===== src/rtl/sdram_sched_pkg.sv =====
// sdram_sched_pkg: shared types and default geometry for the SDRAM request scheduler.
package sdram_sched_pkg;
    typedef enum logic [1:0] {IDLE, ISSUE, BUSY} state_e;
    localparam int DEF_NUM_REQ      = 4;
    localparam int DEF_ADDR_W       = 25;
    localparam int DEF_LEN_W        = 6;
    localparam int DEF_STARVE_LIMIT = 16;
    localparam int DEF_ID_W         = $clog2(DEF_NUM_REQ);
    localparam int DEF_BEAT_W       = DEF_LEN_W;
    typedef struct packed {
        logic                  write;
        logic [DEF_ADDR_W-1:0] addr;
        logic [DEF_LEN_W-1:0]  len;
        logic [DEF_ID_W-1:0]   id;
    } cmd_t;
    function automatic int id_width(input int n);
        return (n > 1) ? $clog2(n) : 1;
    endfunction
endpackage


===== src/rtl/sdram_req_scheduler_rr_pick.sv =====
// rr_pick: combinational round-robin picker; first set request at or after the pointer wins, wrapping.
module rr_pick #(
    parameter int N  = 4,
    parameter int IW = 2
) (
    input  logic [N-1:0]  req_i,
    input  logic [IW-1:0] ptr_i,
    output logic [N-1:0]  gnt_o,
    output logic [IW-1:0] idx_o,
    output logic          any_o
);
    always_comb begin
        gnt_o = '0;
        idx_o = '0;
        // Scan from the far end so the candidate closest to the pointer is written last.
        for (int k = N - 1; k >= 0; k--) begin
            if (req_i[(int'(ptr_i) + k) % N]) begin
                gnt_o = '0;
                gnt_o[(int'(ptr_i) + k) % N] = 1'b1;
                idx_o = IW'((int'(ptr_i) + k) % N);
            end
        end
    end
    assign any_o = |req_i;
endmodule


===== src/rtl/sdram_req_scheduler.sv =====
// sdram_req_scheduler: round-robin read-over-write burst scheduler feeding one SDRAM controller.
// Define SDRAM_SCHED_STARVE_EN to let requesters waiting STARVE_LIMIT cycles override class priority.
module sdram_req_scheduler
    import sdram_sched_pkg::*;
#(
    parameter int NUM_REQ      = DEF_NUM_REQ,
    parameter int ADDR_W       = DEF_ADDR_W,
    parameter int LEN_W        = DEF_LEN_W,
    parameter int STARVE_LIMIT = DEF_STARVE_LIMIT,
    parameter int ID_W         = id_width(NUM_REQ)
) (
    input  logic                           clk,
    input  logic                           rst,
    input  logic [NUM_REQ-1:0]             req_valid,
    input  logic [NUM_REQ-1:0]             req_write,
    input  logic [NUM_REQ-1:0][ADDR_W-1:0] req_addr,
    input  logic [NUM_REQ-1:0][LEN_W-1:0]  req_len,
    output logic [NUM_REQ-1:0]             req_ready,
    output logic [NUM_REQ-1:0]             req_done,
    output logic                           cmd_valid,
    input  logic                           cmd_ready,
    output logic                           cmd_write,
    output logic [ADDR_W-1:0]              cmd_addr,
    output logic [LEN_W-1:0]               cmd_len,
    output logic [ID_W-1:0]                cmd_id,
    input  logic                           beat_valid,
    output logic                           protocol_err
);
    typedef struct packed {
        logic              write;
        logic [ADDR_W-1:0] addr;
        logic [LEN_W-1:0]  len;
        logic [ID_W-1:0]   id;
    } sched_cmd_t;

    state_e             state_q;
    sched_cmd_t         cmd_q;
    logic [LEN_W-1:0]   beat_q;
    logic [ID_W-1:0]    ptr_q;
    logic               err_q;
    logic [NUM_REQ-1:0] rd_gnt, wr_gnt, win_oh;
    logic [ID_W-1:0]    rd_idx, wr_idx, win_idx;
    logic               rd_any, wr_any;
    logic               last_beat;

    rr_pick #(.N(NUM_REQ), .IW(ID_W)) u_rd_pick (
        .req_i(req_valid & ~req_write), .ptr_i(ptr_q),
        .gnt_o(rd_gnt), .idx_o(rd_idx), .any_o(rd_any)
    );
    rr_pick #(.N(NUM_REQ), .IW(ID_W)) u_wr_pick (
        .req_i(req_valid & req_write), .ptr_i(ptr_q),
        .gnt_o(wr_gnt), .idx_o(wr_idx), .any_o(wr_any)
    );

`ifdef SDRAM_SCHED_STARVE_EN
    localparam int WAIT_W = $clog2(STARVE_LIMIT + 1);
    logic [NUM_REQ-1:0][WAIT_W-1:0] wait_q, wait_d;
    logic [NUM_REQ-1:0]             starve, st_gnt;
    logic [ID_W-1:0]                st_idx;
    logic                           st_any;

    // A requester one short of the limit reaches it on this edge, so it already counts as starved.
    always_comb begin
        starve = '0;
        wait_d = wait_q;
        for (int i = 0; i < NUM_REQ; i++) begin
            starve[i] = req_valid[i] && wait_q[i] >= WAIT_W'(STARVE_LIMIT - 1);
            wait_d[i] = (!req_valid[i] || (win_oh[i] && state_q == IDLE) ||
                         (state_q != IDLE && cmd_q.id == ID_W'(i))) ? '0 :
                        (wait_q[i] == WAIT_W'(STARVE_LIMIT)) ? wait_q[i] : wait_q[i] + 1'b1;
        end
    end

    always_ff @(posedge clk or posedge rst) begin
        if (rst) wait_q <= '0;
        else     wait_q <= wait_d;
    end

    rr_pick #(.N(NUM_REQ), .IW(ID_W)) u_st_pick (
        .req_i(starve), .ptr_i(ptr_q),
        .gnt_o(st_gnt), .idx_o(st_idx), .any_o(st_any)
    );

    assign win_oh  = st_any ? st_gnt : rd_any ? rd_gnt : wr_gnt;
    assign win_idx = st_any ? st_idx : rd_any ? rd_idx : wr_idx;
`else
    assign win_oh  = rd_any ? rd_gnt : wr_gnt;
    assign win_idx = rd_any ? rd_idx : wr_idx;
`endif

    assign last_beat = state_q == BUSY && beat_valid && beat_q == cmd_q.len;

    always_ff @(posedge clk or posedge rst) begin
        if (rst) begin
            state_q <= IDLE;
            cmd_q   <= '0;
            beat_q  <= '0;
            ptr_q   <= '0;
            err_q   <= 1'b0;
        end else begin
            if (beat_valid && state_q != BUSY) err_q <= 1'b1;
            case (state_q)
                IDLE: if (rd_any || wr_any) begin
                    cmd_q   <= '{write: |(win_oh & req_write), addr: req_addr[win_idx],
                                 len: req_len[win_idx], id: win_idx};
                    ptr_q   <= (win_idx == ID_W'(NUM_REQ - 1)) ? '0 : win_idx + 1'b1;
                    state_q <= ISSUE;
                end
                ISSUE: if (cmd_ready) begin
                    beat_q  <= '0;
                    state_q <= BUSY;
                end
                BUSY: if (last_beat) state_q <= IDLE;
                      else if (beat_valid) beat_q <= beat_q + 1'b1;
                default: state_q <= IDLE;
            endcase
        end
    end

    assign cmd_valid    = state_q == ISSUE;
    assign cmd_write    = cmd_q.write;
    assign cmd_addr     = cmd_q.addr;
    assign cmd_len      = cmd_q.len;
    assign cmd_id       = cmd_q.id;
    assign req_ready    = (state_q == ISSUE && cmd_ready) ? NUM_REQ'(1) << cmd_q.id : '0;
    assign req_done     = last_beat ? NUM_REQ'(1) << cmd_q.id : '0;
    assign protocol_err = err_q;
endmodule


===== config.mk =====
export PLATFORM = sky130hd
export DESIGN_NAME = sdram_req_scheduler
export DESIGN_NICKNAME = d
export VERILOG_FILES = /design/src/rtl/sdram_sched_pkg.sv /design/src/rtl/sdram_req_scheduler_rr_pick.sv /design/src/rtl/sdram_req_scheduler.sv
export SDC_FILE = /design/constraint.sdc
export NUM_CORES = 1
export LEC_CHECK = 0
export ABC_CLOCK_PERIOD_IN_PS = 3850
export CAP_MARGIN = 20
export CELL_PAD_IN_SITES_DETAIL_PLACEMENT = 1
export CELL_PAD_IN_SITES_GLOBAL_PLACEMENT = 1
export CORE_AREA = 2 2 117 119
export DETAILED_ROUTE_END_ITERATION = 6
export DIE_AREA = 0 0 119 121
export DONT_BUFFER_PORTS = 1
export GPL_ROUTABILITY_DRIVEN = 0
export PLACE_DENSITY_LB_ADDON = 0.05
export SYNTH_ARGS = -nofsm -noshare
export SYNTH_HDL_FRONTEND = slang
export SYNTH_SLANG_ARGS = --single-unit

===== constraint.sdc =====
create_clock -name clk -period 3.85 [get_ports clk]
set_input_delay 0.9625 -clock clk [delete_from_list [all_inputs] [get_ports clk]]
set_output_delay 0.9625 -clock clk [all_outputs]
set_load 0.02 [all_outputs]

==> impl_summary.log <==
INFO  metric worstSetupStartpointType = flop
INFO  metric critPathCapture = req_done[0]
INFO  metric r2r_slack = 0.69 ns
INFO  metric worstSetupEndpointType = output port
INFO  metric diodes = 0
INFO  metric layout.cells.non_filler = 554
INFO  metric detail_route.vias_per_cell = 5.265
INFO  metric floorplan.die.width = 119 um
INFO  metric setup-tns-final = 0 ns
INFO  metric synthesis.instances = 391
INFO  metric firstDrtPassIters = 5
INFO  metric track_usage = 14.51%
INFO  metric wl = 10.58 mm
INFO  metric timing.clock.skew = 0.005887 ns
INFO  metric via_count_of_the_first_global_routing_pass = 2,945
INFO  metric worst_slack_setup_final = 0.6116 ns
INFO  metric hpwl = 8.217 mm
INFO  metric p_leak = 0.001845 uW
INFO  metric post-cts-setup-buffer-count = 0
INFO  metric path_class = reg -> out
INFO  metric postSynthNetCount = 532
INFO  metric final_hold_viol_count = 0
INFO  metric r2r-start = ptr_q[0]
INFO  metric cts-root-to-sink-buffers = 2
INFO  metric syn2layout_area_growth = 7.501%
INFO  metric clk_latency = 0.30 ns
INFO  metric ys_top_cells_by_area = sky130_fd_sc_hd__dfrtp_1 (29%), sky130_fd_sc_hd__mux2i_1 (17%), sky130_fd_sc_hd__mux2_4 (11%)
INFO  metric synth_top_area_share = 29.10%
INFO  metric slew_violations = 0
INFO  metric final_antenna_net_count = 0
INFO  metric setup_viol_count_final = 0
INFO  metric tritoncts_clock_tree = built
INFO  metric grt_max_degree = 67
INFO  metric arrival_time_worst_endpoint = 2.28 ns
INFO  metric timing.critical_path.required = 2.89 ns
INFO  metric syn_area = 3870 um^2
INFO  metric core_area = 13,090 um^2
INFO  metric slew_hr = 55.72%
INFO  metric fmax = 308.8 MHz
INFO  metric synthFlopType = sky130_fd_sc_hd__dfrtp_1
INFO  metric maxCapViolCount = 0
INFO  metric crit_fanout = 10
INFO  metric synthDominantAreaCellType = sky130_fd_sc_hd__dfrtp_1
INFO  metric layout-drive-gt1-share = 19.05%
INFO  metric post_placement_worst_setup_slack = 0.5255 ns
INFO  metric tightest_slew = 0.6633 ns
INFO  metric nNetsFinal = 518
INFO  metric routed-via-count = 2,917
INFO  metric clk_pin_slew = 0.07 ns
INFO  metric dieHeight = 121 um
INFO  metric cts_root_buf = sky130_fd_sc_hd__clkbuf_16
INFO  metric htreeDepth = 2
INFO  metric first_iter_violations = 112
INFO  metric number_of_antenna_violations_at_the_first_check_in_global_routing = 0
INFO  metric post_drt_wl_per_cell = 19.09 um
INFO  metric sequential_element_share_of_the_synthesized_area = 29.10%
INFO  metric cts-resized-gates = 0
INFO  metric num_io_pins = 180
INFO  metric synth.lib_cells_used.distinct = 49
INFO  metric async_reset_ff_share = 100.0%
INFO  metric synth-edff-count = 0
INFO  metric hp-class = reg -> reg
INFO  metric rr_endpoint = cmd_addr[19]
INFO  metric tritoncts.num_buffers = 5
INFO  metric layout_min_cycle_time = 3.238 ns
INFO  metric flip_flop_and_latch_count_after_synthesis = 45
INFO  metric cts.hold.buffers_added = 0
INFO  metric drc = 0
INFO  metric grt_pass1_wl = 16.23 mm
INFO  metric floorplan.rows = 42
INFO  metric grt_overflow = 0
INFO  metric floorplan.initialDensity = 29.58%
INFO  metric timing.reg2reg.worst_path_depth = 9
INFO  metric port_buffers = 0
INFO  metric ir_drop = 268.4 uV
INFO  metric clkSinkCount = 45
INFO  metric unrepaired_setup_endpoints_after_global_routing = no
INFO  metric die-area = 14,400 um^2
INFO  metric syn_area_per_cell = 9.898 um^2
INFO  metric outcome = finished clean
INFO  metric power.total = 4011 uW
INFO  metric pwr_density_cell = 964.1 nW/um^2
INFO  metric worst_setup_path_startpoint = cmd_len[5]
INFO  metric numPlacedInstances = 546
INFO  metric tcrit_tclk_final = 84.12%
INFO  metric yosysWarnings = 0
==> how the worst min path moves through the flow <==
stage	from	depth (start not counted)	slack, ns	to
after floorplan	state_q[1]	1	0.46	state_q[0]
after global placement	state_q[1]	1	0.48	state_q[0]
after detailed placement	state_q[1]	1	0.50	state_q[0]
after CTS	state_q[1]	1	0.52	state_q[0]
after global routing	state_q[1]	1	0.52	state_q[0]
final	state_q[1]	1	0.51	state_q[0]
==> cells in the mapped netlist (all sizes together), types with 2 or more instances <==
library cell  instances
nand4                 3
mux4                 11
ha                    5
xnor2                 4
xor2                  7
mux2                 31
inv                   4
o311ai                3
and2                  6
a211oi                3
nor2b                 6
mux2i                64
o31ai                 2
buf                  17
a21oi                 3
nand2                53
nand2b                6
nor3                  3
o21ai                45
nand3                 8
o21a                  2
a21o                  2
a221oi                8
o211ai                2
nor4                  3
nor2                 19
dfrtp                45
o2111ai               2
clkbuf               13
==> cells in the final DEF, fill, tap and decap left out, types with 2 or more instances in the layout <==
master and n:
sky130_fd_sc_hd__mux2i_1 64, sky130_fd_sc_hd__o31ai_1 2, sky130_fd_sc_hd__mux2_2 2, sky130_fd_sc_hd__clkbuf_16 5, sky130_fd_sc_hd__a21oi_1 3, sky130_fd_sc_hd__o21a_1 2, sky130_fd_sc_hd__nor2_1 18, sky130_fd_sc_hd__o21ai_0 13
sky130_fd_sc_hd__nand4_1 3, sky130_fd_sc_hd__a211oi_1 3, sky130_fd_sc_hd__nand2_1 53, sky130_fd_sc_hd__nand2b_1 6, sky130_fd_sc_hd__dfrtp_1 45, sky130_fd_sc_hd__mux2_4 28, sky130_fd_sc_hd__o311ai_0 3, sky130_fd_sc_hd__and2_1 6
sky130_fd_sc_hd__a221oi_1 8, sky130_fd_sc_hd__o211ai_1 2, sky130_fd_sc_hd__nand3_1 8, sky130_fd_sc_hd__inv_2 3, sky130_fd_sc_hd__ha_1 5, sky130_fd_sc_hd__nor2b_1 6, sky130_fd_sc_hd__a21o_1 2, sky130_fd_sc_hd__o21ai_2 8
sky130_fd_sc_hd__xor2_1 7, sky130_fd_sc_hd__buf_12 3, sky130_fd_sc_hd__mux4_2 11, sky130_fd_sc_hd__nor4_1 3, sky130_fd_sc_hd__nor3_1 3, sky130_fd_sc_hd__o21ai_1 24, sky130_fd_sc_hd__o2111ai_1 2, sky130_fd_sc_hd__buf_4 6
sky130_fd_sc_hd__xnor2_1 4
==> final cells by class <==
type                       instances  area [um^2]
tap                              176        220.2
sequential                        45         1126
clock inverter                     3        21.27
inverter                           4        15.01
fill                            1484         8925
multi-input combinational        312         2547
clock buffer                       5        125.1
timing repair buffer               9        105.1
==> state kept, by name (all words and copies together), names as in the netlist <==
register / count
cmd_len: 6
state_q: 2
cmd_write: 1
cmd_addr: 25
ptr_q: 2
protocol_err: 1
cmd_id: 2
beat_q: 6
==> kinds of logic after synthesis <==
kind of cell	synth area share, %
xor+xnor	2.489
mux	34.69
fa+ha+maj	1.617
simple gates	13.26
buf+inv	5.141
flops	29.10
compound gates	13.71
==> worst max-delay path, stage by stage (launching register included) <==
cell and delay, ns:
sky130_fd_sc_hd__dfrtp_1 0.51, sky130_fd_sc_hd__xor2_1 0.22, sky130_fd_sc_hd__nor4_1 0.23, sky130_fd_sc_hd__nand4_1 0.39
sky130_fd_sc_hd__nor3_1 0.62
==> routing by layer <==
layer	GRT usage (%)	part of all wire (%)	up-vias
met5	0	0	-
met4	3.571	1.1	0
met3	4.370	6.8	8
met2	25.11	50	109
met1	17.67	43	1397
li1	-	-	1403
==> report_power, final <==
group	total (uW)	internal (uW)	switching, uW
clock network	454	242	211
logic	2430	1200	1230
registers	1120	691	432
==> stage by stage <==
step	instance area, um^2	utilization (%)	hold slack [ns]
floorplan	3870	-	0.4554
finish	4160	31.79	0.5080
global placement	4014	30.68	0.4839
detailed placement	4014	30.68	0.4985
CTS	4160	31.79	0.5152
global route	4160	31.79	0.5215
Note: power is estimated with default switching activity, not from simulation.
